`config.mk`:
```
export PLATFORM = sky130hd
export DESIGN_NAME = bus_ctrl
export DESIGN_NICKNAME = d
export VERILOG_FILES = /design/src/rtl/bus_pkg.sv /design/src/rtl/hram.sv /design/src/rtl/bus_ctrl.sv
export SDC_FILE = /design/constraint.sdc
export NUM_CORES = 2
export LEC_CHECK = 0
export ABC_AREA = 1
export CAP_MARGIN = 10
export CORE_MARGIN = 5
export CORE_UTILIZATION = 45
export CTS_CLUSTER_DIAMETER = 50
export DETAILED_ROUTE_END_ITERATION = 10
export HOLD_SLACK_MARGIN = 0.08
export SYNTH_ARGS = -nofsm -noshare
export SYNTH_HDL_FRONTEND = slang
export SYNTH_SLANG_ARGS = --single-unit
```
`constraint.sdc`:
```
create_clock -name clk -period 2.83 [get_ports clk]
set_input_delay 0.283 -clock clk [delete_from_list [all_inputs] [get_ports clk]]
set_output_delay 0.283 -clock clk [all_outputs]
set_load 0.005 [all_outputs]
```
`src/rtl/bus_pkg.sv`:
```
// Shared types and address map for the CPU bus controller (bus_ctrl) and its HRAM.
package bus_pkg;

    localparam int unsigned ADDR_W     = 16;
    localparam int unsigned DATA_W     = 8;
    localparam int unsigned HRAM_DEPTH = 127;
    localparam int unsigned HRAM_AW    = 7;
    localparam int unsigned CNT_W      = 3;

    localparam logic [ADDR_W-1:0] BOOT_ROM_LAST = 16'h00FF;
    localparam logic [ADDR_W-1:0] BOOT_REG_ADDR = 16'hFF50;
    localparam logic [ADDR_W-1:0] HRAM_BASE     = 16'hFF80;
    localparam logic [ADDR_W-1:0] HRAM_LAST     = 16'hFFFE;

    typedef enum logic [1:0] {
        REGION_CART,
        REGION_ROM,
        REGION_BOOT,
        REGION_HRAM
    } region_e;

    typedef enum logic [2:0] {
        IDLE,
        ROM_RD,
        CART_RD,
        CART_WR,
        DONE
    } state_e;

    // Attributes of the accepted request that the completion state still needs.
    typedef struct packed {
        logic    is_rd;
        region_e region;
    } req_t;

    function automatic region_e decode_region(input logic [ADDR_W-1:0] addr,
                                              input logic              boot_en);
        region_e region;
        region = REGION_CART;
        if (boot_en && (addr <= BOOT_ROM_LAST)) begin
            region = REGION_ROM;
        end else if (addr == BOOT_REG_ADDR) begin
            region = REGION_BOOT;
        end else if ((addr >= HRAM_BASE) && (addr <= HRAM_LAST)) begin
            region = REGION_HRAM;
        end
        return region;
    endfunction

endpackage

```
`src/rtl/hram.sv`:
```
// 127x8 high RAM with one-cycle registered read; every entry returns to INIT on reset.
module hram
    import bus_pkg::*;
#(
    parameter logic [DATA_W-1:0] INIT = 8'h00
) (
    input  logic               clk,
    input  logic               rst_n,
    input  logic               we_i,
    input  logic               re_i,
    input  logic [HRAM_AW-1:0] addr_i,
    input  logic [DATA_W-1:0]  wdata_i,
    output logic [DATA_W-1:0]  rdata_o
);

    logic [DATA_W-1:0] mem_q [HRAM_DEPTH];
    logic [DATA_W-1:0] rdata_q;

    always_ff @(posedge clk or negedge rst_n) begin
        if (!rst_n) begin
            for (int unsigned i = 0; i < HRAM_DEPTH; i++) begin
                mem_q[HRAM_AW'(i)] <= INIT;
            end
            rdata_q <= INIT;
        end else begin
            if (we_i) begin
                mem_q[addr_i] <= wdata_i;
            end
            if (re_i) begin
                rdata_q <= mem_q[addr_i];
            end
        end
    end

    assign rdata_o = rdata_q;

endmodule

```
`src/rtl/bus_ctrl.sv`:
```
// CPU memory bus controller: boot ROM overlay, 0xFF50 boot register, HRAM and cartridge port.
// Boot overlay and boot register are built only when BOOT_OVERLAY_EN is defined.
module bus_ctrl
    import bus_pkg::*;
#(
    parameter int unsigned       CART_LAT  = 1,
    parameter logic [DATA_W-1:0] HRAM_INIT = 8'h00
) (
    input  logic              clk,
    input  logic              rst,
    input  logic              mem_cs,
    input  logic              mem_oe,
    input  logic              mem_we,
    input  logic [ADDR_W-1:0] addr_bus,
    input  logic [DATA_W-1:0] wr_data,
    output logic [DATA_W-1:0] rd_data,
    output logic              rd_valid,
    output logic              busy,
    output logic [7:0]        rom_addr,
    input  logic [DATA_W-1:0] rom_data,
    output logic [ADDR_W-1:0] cart_addr,
    output logic              cart_rd,
    output logic              cart_wr,
    output logic [DATA_W-1:0] cart_wdata,
    input  logic [DATA_W-1:0] cart_rdata,
    output logic              boot_en
);

`ifdef BOOT_OVERLAY_EN
    localparam logic OVERLAY = 1'b1;
`else
    localparam logic OVERLAY = 1'b0;
`endif

    localparam logic [CNT_W-1:0] CART_WAIT = CNT_W'(CART_LAT - 1);

    state_e            state_q, state_d;
    req_t              req_q, req_d;
    logic [CNT_W-1:0]  cnt_q, cnt_d;
    logic              busy_q, busy_d;
    logic              rd_valid_q, rd_valid_d;
    logic [DATA_W-1:0] rd_data_q, rd_data_d;
    logic [7:0]        rom_addr_q, rom_addr_d;
    logic [ADDR_W-1:0] cart_addr_q, cart_addr_d;
    logic [DATA_W-1:0] cart_wdata_q, cart_wdata_d;
    logic              cart_rd_q, cart_rd_d;
    logic              cart_wr_q, cart_wr_d;
    logic              boot_en_q, boot_en_d;

    logic              accept_c;
    region_e           region_c;
    logic [DATA_W-1:0] hram_rdata;
    logic [DATA_W-1:0] boot_rd_c;

    // busy_q is still high during the rd_valid cycle, which keeps IDLE from accepting then.
    assign accept_c  = (state_q == IDLE) && !busy_q && mem_cs && (mem_oe ^ mem_we);
    assign region_c  = decode_region(addr_bus, boot_en_q & OVERLAY);
    assign boot_rd_c = OVERLAY ? {7'h7F, ~boot_en_q} : 8'hFF;

    // HRAM is addressed straight from the bus so its data is ready one cycle after accept.
    hram #(
        .INIT (HRAM_INIT)
    ) u_hram (
        .clk     (clk),
        .rst_n   (rst),
        .we_i    (accept_c && mem_we && (region_c == REGION_HRAM)),
        .re_i    (accept_c && mem_oe && (region_c == REGION_HRAM)),
        .addr_i  (addr_bus[HRAM_AW-1:0]),
        .wdata_i (wr_data),
        .rdata_o (hram_rdata)
    );

    always_comb begin
        state_d      = state_q;
        req_d        = req_q;
        cnt_d        = cnt_q;
        busy_d       = busy_q;
        rd_valid_d   = 1'b0;
        rd_data_d    = rd_data_q;
        rom_addr_d   = rom_addr_q;
        cart_addr_d  = cart_addr_q;
        cart_wdata_d = cart_wdata_q;
        cart_rd_d    = cart_rd_q;
        cart_wr_d    = 1'b0;
        boot_en_d    = boot_en_q;

        unique case (state_q)
            IDLE: begin
                if (busy_q) begin
                    busy_d = 1'b0;
                end else if (accept_c) begin
                    busy_d       = 1'b1;
                    req_d.is_rd  = mem_oe;
                    req_d.region = region_c;
                    state_d      = DONE;
                    case (region_c)
                        REGION_ROM: begin
                            // Writes into the overlaid ROM window are dropped.
                            if (mem_oe) begin
                                rom_addr_d = addr_bus[7:0];
                                state_d    = ROM_RD;
                            end
                        end
                        REGION_BOOT: begin
                            if (OVERLAY && mem_we && wr_data[0]) begin
                                boot_en_d = 1'b0;
                            end
                        end
                        REGION_CART: begin
                            cart_addr_d = addr_bus;
                            if (mem_oe) begin
                                cart_rd_d = 1'b1;
                                cnt_d     = CART_WAIT;
                                state_d   = CART_RD;
                            end else begin
                                cart_wdata_d = wr_data;
                                cart_wr_d    = 1'b1;
                                state_d      = CART_WR;
                            end
                        end
                        default: ;
                    endcase
                end
            end
            ROM_RD: begin
                state_d = DONE;
            end
            CART_RD: begin
                if (cnt_q == '0) begin
                    cart_rd_d  = 1'b0;
                    rd_data_d  = cart_rdata;
                    rd_valid_d = 1'b1;
                    state_d    = IDLE;
                end else begin
                    cnt_d = cnt_q - CNT_W'(1);
                end
            end
            CART_WR: begin
                busy_d  = 1'b0;
                state_d = IDLE;
            end
            DONE: begin
                state_d = IDLE;
                if (req_q.is_rd) begin
                    rd_valid_d = 1'b1;
                    case (req_q.region)
                        REGION_ROM:  rd_data_d = rom_data;
                        REGION_BOOT: rd_data_d = boot_rd_c;
                        REGION_HRAM: rd_data_d = hram_rdata;
                        default:     rd_data_d = cart_rdata;
                    endcase
                end else begin
                    busy_d = 1'b0;
                end
            end
            default: begin
                state_d = IDLE;
            end
        endcase
    end

    always_ff @(posedge clk or negedge rst) begin
        if (!rst) begin
            state_q      <= IDLE;
            req_q        <= '{is_rd: 1'b0, region: REGION_CART};
            cnt_q        <= '0;
            busy_q       <= 1'b0;
            rd_valid_q   <= 1'b0;
            rd_data_q    <= '0;
            rom_addr_q   <= '0;
            cart_addr_q  <= '0;
            cart_wdata_q <= '0;
            cart_rd_q    <= 1'b0;
            cart_wr_q    <= 1'b0;
            boot_en_q    <= OVERLAY;
        end else begin
            state_q      <= state_d;
            req_q        <= req_d;
            cnt_q        <= cnt_d;
            busy_q       <= busy_d;
            rd_valid_q   <= rd_valid_d;
            rd_data_q    <= rd_data_d;
            rom_addr_q   <= rom_addr_d;
            cart_addr_q  <= cart_addr_d;
            cart_wdata_q <= cart_wdata_d;
            cart_rd_q    <= cart_rd_d;
            cart_wr_q    <= cart_wr_d;
            boot_en_q    <= boot_en_d;
        end
    end

    assign rd_data    = rd_data_q;
    assign rd_valid   = rd_valid_q;
    assign busy       = busy_q;
    assign rom_addr   = rom_addr_q;
    assign cart_addr  = cart_addr_q;
    assign cart_rd    = cart_rd_q;
    assign cart_wr    = cart_wr_q;
    assign cart_wdata = cart_wdata_q;
    assign boot_en    = boot_en_q;

endmodule
```
== After elaboration in Yosys (flattened, before gate mapping) ==
Index checks and enable logic that the tools add are counted.

* Flip-flop bits (word level): 1077
* Latch bits: 0
* Bits in writable memories: 0
* Memory bits (read-only): 0
* Input bits: 45
* Output and inout port bits: 45
* Word-level logic and storage cells: 235
* Memories kept: 0

* $add $sub $neg: 1
* Multipliers: 0
* Div/mod/pow operators: 0
* Order comparisons: 4
* Equality and inequality tests: 18
* Shift operators: 0
* Mux-type cells: 43
* Bitwise operators: 4
* Reductions and logical operators: 25

{| class="wikitable"
|+ Operators with widths
! operator !! number
|-
| $bwmux W1016 || 1
|-
| $bmux W8 S7 || 1
|-
| $demux W8 S7 || 1
|-
| $mux W8 || 5
|-
| $mux W3 || 9
|-
| $pmux W8 S3 || 1
|-
| $eq A16 B16 Y1 const B || 1
|-
| $ge A16 B16 Y1 const B || 1
|-
| $le A16 B16 Y1 const B || 1
|-
| $mux W1 || 16
|-
| $pmux W8 S2 || 1
|-
| $ne A2 B2 Y1 const B || 7
|-
| $pmux W3 S2 || 2
|-
| $reduce_and A6 Y1 || 2
|-
| $reduce_and A5 Y1 || 2
|-
| $logic_and A1 B1 Y1 || 9
|-
| $pmux W3 S3 || 1
|-
| $reduce_and A3 Y1 || 3
|-
| $ge A8 B8 Y1 const B || 1
|-
| $lt A8 B1 Y1 const B || 1
|-
| $not A7 Y8 || 1
|-
| $eq A2 B2 Y1 const B || 3
|-
| $eq A3 B2 Y1 const B || 2
|-
| $logic_not A3 Y1 || 2
|-
| 16 further kinds || 21
|}

== Longest topological paths before layout ==
* Depth after elaboration: 9
* Mapped depth: 15
* Mapped depth without buffers: 12

== By module ==
Synthesis repeated with hierarchy kept, for this count alone.

* Cells, all modules: 6734
* Area, all modules: 50682.4 um^2

{| class="wikitable"
|+ Modules (own cells, without submodules)
! module !! times used !! cells an instance !! area an instance (um^2) !! sequential area each (um^2)
|-
| hram || 1 || 6425 || 48207.5 || 25624.6
|-
| bus_ctrl || 1 || 309 || 2474.9 || 1326.3
|}

== Worst setup path before layout ==
Ideal clock, no wire load.

* Path type: reg2reg
* Start point: register state_q[2]
* End point: register u_hram.mem_q[658] in the netlist's numbering
* Library setup time: 0.132 ns
* Data arrival time: 1.848 ns
* Required time: 2.698 ns
* Path slack: 0.850 ns
* Stages on the path, launching flop included: 15
* Buffers on the path: 4
* Period minus slack after synthesis: 1.980 ns
* Cells stage by stage: dfrtp_1 > inv_2 > nand2_2 > nor2_4 > inv_2 > nor2_4 > inv_2 > nor3_1 > buf_4 > buf_6 > buf_12 > nand2_4 > buf_6 > nand2_1 > o21ai_1

* Longest elaborated chain between the ends: 6

{| class="wikitable"
|+ RTL lines
! what !! RTL line !! text
|-
| start, declared || bus_ctrl.sv:37 || <nowiki>state_e state_q, state_d;</nowiki>
|-
| start signal, assigned || bus_ctrl.sv:177 || <nowiki>state_q <= state_d;</nowiki>
|-
| $logic_not A3 Y1 || bus_ctrl.sv:56 || <nowiki>assign accept_c = (state_q == IDLE) && !busy_q && mem_cs && (mem_oe ^ mem_we);</nowiki>
|-
| $logic_and A1 B1 Y1 (3 in series) || bus_ctrl.sv:56 ||
|-
| $logic_and A1 B1 Y1 (2 in series) || bus_ctrl.sv:66 || <nowiki>.we_i (accept_c && mem_we && (region_c == REGION_HRAM)),</nowiki>
|-
| end signal, assigned by index || hram.sv:27 || <nowiki>mem_q[addr_i] <= wdata_i;</nowiki>
|-
| end, declared || hram.sv:16 || <nowiki>logic [DATA_W-1:0] mem_q [HRAM_DEPTH];</nowiki>
|}

Every way passes these cells.
A chain may end at the register's enable or synchronous reset.

== Final worst setup path ==
* Start point: input port addr_bus[2]
* End point: register u_hram.rdata_q[1] (netlist: u_hram.rdata_o[1])

* Longest elaborated chain between the ends: 6
* Elaborated cells on any way between the ends: 12
* Classes of those cells: order compare (2); eq/ne (2); mux (5); bitwise (1); reduce/logical (2)

{| class="wikitable"
|+ RTL lines
! what !! RTL line !! text
|-
| start, declared || bus_ctrl.sv:14 || <nowiki>input logic [ADDR_W-1:0] addr_bus,</nowiki>
|-
| $ge A16 B16 Y1 or $le A16 B16 Y1 (tied branches) || bus_pkg.sv:44 || <nowiki>end else if ((addr >= HRAM_BASE) && (addr <= HRAM_LAST)) begin</nowiki>
|-
| $logic_and A1 B1 Y1 || bus_pkg.sv:44 ||
|-
| $mux W2 || bus_pkg.sv:44 ||
|-
| $mux W2 || bus_pkg.sv:42 || <nowiki>end else if (addr == BOOT_REG_ADDR) begin</nowiki>
|-
| $eq A2 B2 Y1 || bus_ctrl.sv:67 || <nowiki>.re_i (accept_c && mem_oe && (region_c == REGION_HRAM)),</nowiki>
|-
| $logic_and A1 B1 Y1 || bus_ctrl.sv:67 ||
|-
| end signal, assigned || hram.sv:30 || <nowiki>rdata_q <= mem_q[addr_i];</nowiki>
|-
| end, declared || hram.sv:17 || <nowiki>logic [DATA_W-1:0] rdata_q;</nowiki>
|}

Several ways; a longest one is shown, not always the timed one. The select of a mux whose other input is x is not followed.

==> impl_metrics.yaml <==
status:
  status: "finished, final reports clean"
yosys:
  yosysMostFrequentCell: "nand2_1"
  async_flop_share_pct: 100
  synth-simple-area-share_pct: 25.5
  yosysTopAreaCell: "dfrtp_1"
  synth_compound_area_share_pct: 13.2
  synth_xor_xnor_area_share_pct: 0
  synth_edf_count: 0
  yosysWarnings: 0
  ys_seq_elements: 1077
  synth_top_family_by_area: "simple AND/OR/NAND/NOR gates"
  syn_inst: 6778
  synth-seq-area-share_pct: 52.1
  synth_fa_ha_area_share_pct: 0.0483
  synthMuxAreaShare_pct: 0
  synthTopCellsByCount: "2182 x nand2_1, 1077 x dfrtp_1, 880 x o21ai_0"
  synth_flop_cell: "dfrtp_1"
  yosys.area.top_type_share_pct: 52.1
  ys_types: 33
  synth.area.top_cells: "dfrtp_1 52%, nand2_1 16%, o21ai_0 8.5%"
  synth.net_count: 6825
  syn_area_per_cell_um2: 7.64
  syn_area_mm2: 0.0518
power:
  p_per_area_mw_per_mm2: 612
  cellInternalPower_w: 0.0281
  clkPwrFrac_pct: 47.9
  switching_share_pct: 25.2
  ir_worst_vdd_mv: 0.577
  power_switching_w: 0.00944
  leakage_nw: 29.5
  p_comb_share_pct: 9.9
  pwr-share-seq_pct: 42.3
final_layout:
  stdcell_area_mm2: 0.0614
  final_nets: 6937
  n_fill_cell: 10900
  drive_above_1_share_pct: 10.3
  stdcell_count: 8510
  antenna_cells: 0
  area_delta_synth_final_pct: 18.5
detailed_routing:
  wirelength_um: 156000
  drc: 0
  ant_nets: 0
  via_per_inst: 5.19
  num_vias: 44100
  firstDrtPassIters: 6
  wl_per_cell_um: 18.4
  drtIter0Drc: 4143
global_route:
  gr-max-usage-layer: "met2"
  use_met2_pct: 40.7
  met1_usage_pct: 36.4
  grt-ovfl-total: 0
  grt_util_met3_pct: 3.79
  track_usage_pct: 25.6
  antenna_found_initial: 2
  grt_pass1_wl_um: 247000
  grt_max_degree: 140
  grt_pass1_vias: 42200
placement:
  post-place-cells: 8262
  dpl_cell_area_mm2: 0.0566
  dp_hpwl_um: 99000
  pre_cts_ws_ns: -0.397
  port_buffers: 88
  place_congestion: 0.864
clock_tree:
  numCtsBuffers: 137
  clock_path_buffers: 3
  clock_latency_ns: 0.75
  cts_tree: "built"
  clk_pin_slew_ns: 0.06
  htree_num_levels: 4
  cts_root_buf: "clkbuf_16"
  post_cts_buffers: 0
  cts.sinks: 1077
job:
  drv_cap: 0
timing:
  worst_pin_slew_ns: 1.09
  setup_violations: 0
  fin_crit_ns: 2.52
  slew_violations: 0
  skew_ns: 0.0279
  hold_viol: 0
  rsz0062_at_grt: "false"
  relSlewSlack_pct: 26.5
  timing.final.ws_setup_ns: 0.307
  min_period_over_period_pct: 89.2
  max_freq_mhz: 396
setup_path:
  start_kind: "input port"
  worstPathArrival_ns: 3.19
  crit_buf_inv: 5
  cp_top_family: "buffers and inverters"
  path_max_fanout: 22
  cpMostUsedCell: "nor2_1"
  required_ns: 3.50
  crit_chain: "clkdlybuf4s50_1, buf_4, inv_1, nor2_4, buf_4, buf_4, o211ai_1, nand2_1, nor2_1, nor2_1, nor2_1, nand2_1, nand2_1, nand2_1, nor2_1, nor2_1"
  path_class: "in -> reg"
  cp_slowest_cell: "clkdlybuf4s50_1"
  worst_setup_path_end_kind: "flop"
  cp_slowest_stage_delay_ns: 0.53
floorplan:
  initial_core_util_pct: 45.3
  core_area_mm2: 0.114
  die_h_um: 349
  fp-row-count: 124
  dieWidth_um: 349
  die_area_mm2: 0.122
  io_pins: 90
worst_hold_path:
  hp-class: "in -> async"
==> path summary, 6_finish.rpt <==
| kind | end | depth (start not counted) | slack, ns | startpoint |
|---|---|---|---|---|
| hold / removal | u_hram.mem_q[383] | 2 | 0.11 | rst |
| hold reg to reg | rom_addr[7] | 0 | 0.37 | rom_addr[7] |
| setup reg to reg | u_hram.mem_q[402] | 12 | 0.32 | state_q[2] |
| max in group asynchronous | u_hram.mem_q[863] | 4 | 1.70 | rst |
| setup / recovery | u_hram.rdata_o[1] | 16 | 0.31 | addr_bus[2] |
| min in group clk | rd_data[0] | 3 | 0.13 | cart_rdata[0] |
==> per-layer routing <==
| layer | share of wire (%) | up-vias |
|---|---|---|
| li1 | - | 21500 |
| met1 | 45 | 21200 |
| met2 | 46 | 1246 |
| met3 | 5.7 | 263 |
| met4 | 3.2 | 2 |
| met5 | 0.011 | - |
==> cell usage in the layout (no fill, tap or decap), types with 4 or more instances in the layout <==
cell type and instances:
buf_12 134, dfrtp_1 1077, clkdlybuf4s50_1 86, inv_1 656, bufinv_16 13, clkbuf_8 23
o21ai_2 4, nor2_4 5, clkbuf_16 143, nand3_1 303, buf_4 211, nor2_1 659
inv_6 21, or2_2 88, clkbuf_1 21, o211ai_1 146, o21ai_1 239, o21ai_0 880
a31oi_1 8, nand2_1 2181, a21oi_1 4, nand2_4 31, clkinv_2 26, inv_2 9
==> power by group through the flow <==
stage / logic, W / clock network (W) / registers (W)
after floorplan: 0.00162 / 0 / 0.0161
after global placement: 0.00372 / 0 / 0.0161
after detailed placement: 0.00373 / 0 / 0.0161
after CTS: 0.00375 / 0.0183 / 0.0159
after global routing: 0.00409 / 0.0190 / 0.0159
final: 0.00371 / 0.0180 / 0.0159
==> repair_timing <==
action / 4_1_cts / 5_1_grt
endpoints found under the setup margin: 0 / 52
resized for setup: 0 / 1
hold buffers: 1 / 0
endpoints found under the hold margin: 748 / 0
==> worst reg2reg max path, stage by stage (launching register included) <==
cell and delay, ns:
dfrtp_1 0.42, inv_2 0.07, nand2_2 0.07, nor2_4 0.14, inv_2 0.06, nor2_4 0.12, inv_2 0.07, nor3_4 0.52
buf_12 0.37, nand2_1 0.20, buf_12 0.18, nand2_1 0.06, o21ai_0 0.09
==> cells by family after synthesis <==
group                    Yosys count
adder cells (fa/ha/maj)            2
flip-flops                      1077
other                              1
AND/OR/NAND/NOR                 3279
AO/OA/AOI/OAI                   1283
buffers and inverters           1136
==> per-stage QoR <==
step	power, W	TNS, ns	util (%)	hold slack [ns]
detailed placement	0.0199	-279.05	49.5	0.284
CTS	0.0379	0	53.7	0.0880
global route	0.0389	0	53.7	0.121
floorplan	0.0177	0	-	-0.0126
finish	0.0375	0	53.7	0.113
global placement	0.0198	-260.94	49.5	0.279
==> state kept, by name, summed over array words and instances, names as in the netlist, 3 cells and up <==
register,count
state_q,3
cnt_q,3
rom_addr,8
req_q,3
rd_data,8
cart_addr,16
u_hram.rdata_o,8
u_hram.mem_q,1016
cart_wdata,8
==> cell type report <==
cell class / count / area [µm²] / share of cell area (%)
clock buffer: 187 / 3970 / 6.48
tap: 1512 / 1890 / 3.08
sequential: 1077 / 27000 / 43.9
clock inverter: 60 / 716 / 1.17
timing repair buffer: 434 / 5170 / 8.42
inverter: 675 / 2580 / 4.21
multi-input combinational: 4565 / 20100 / 32.7
Power figures use the tool's default switching activity.
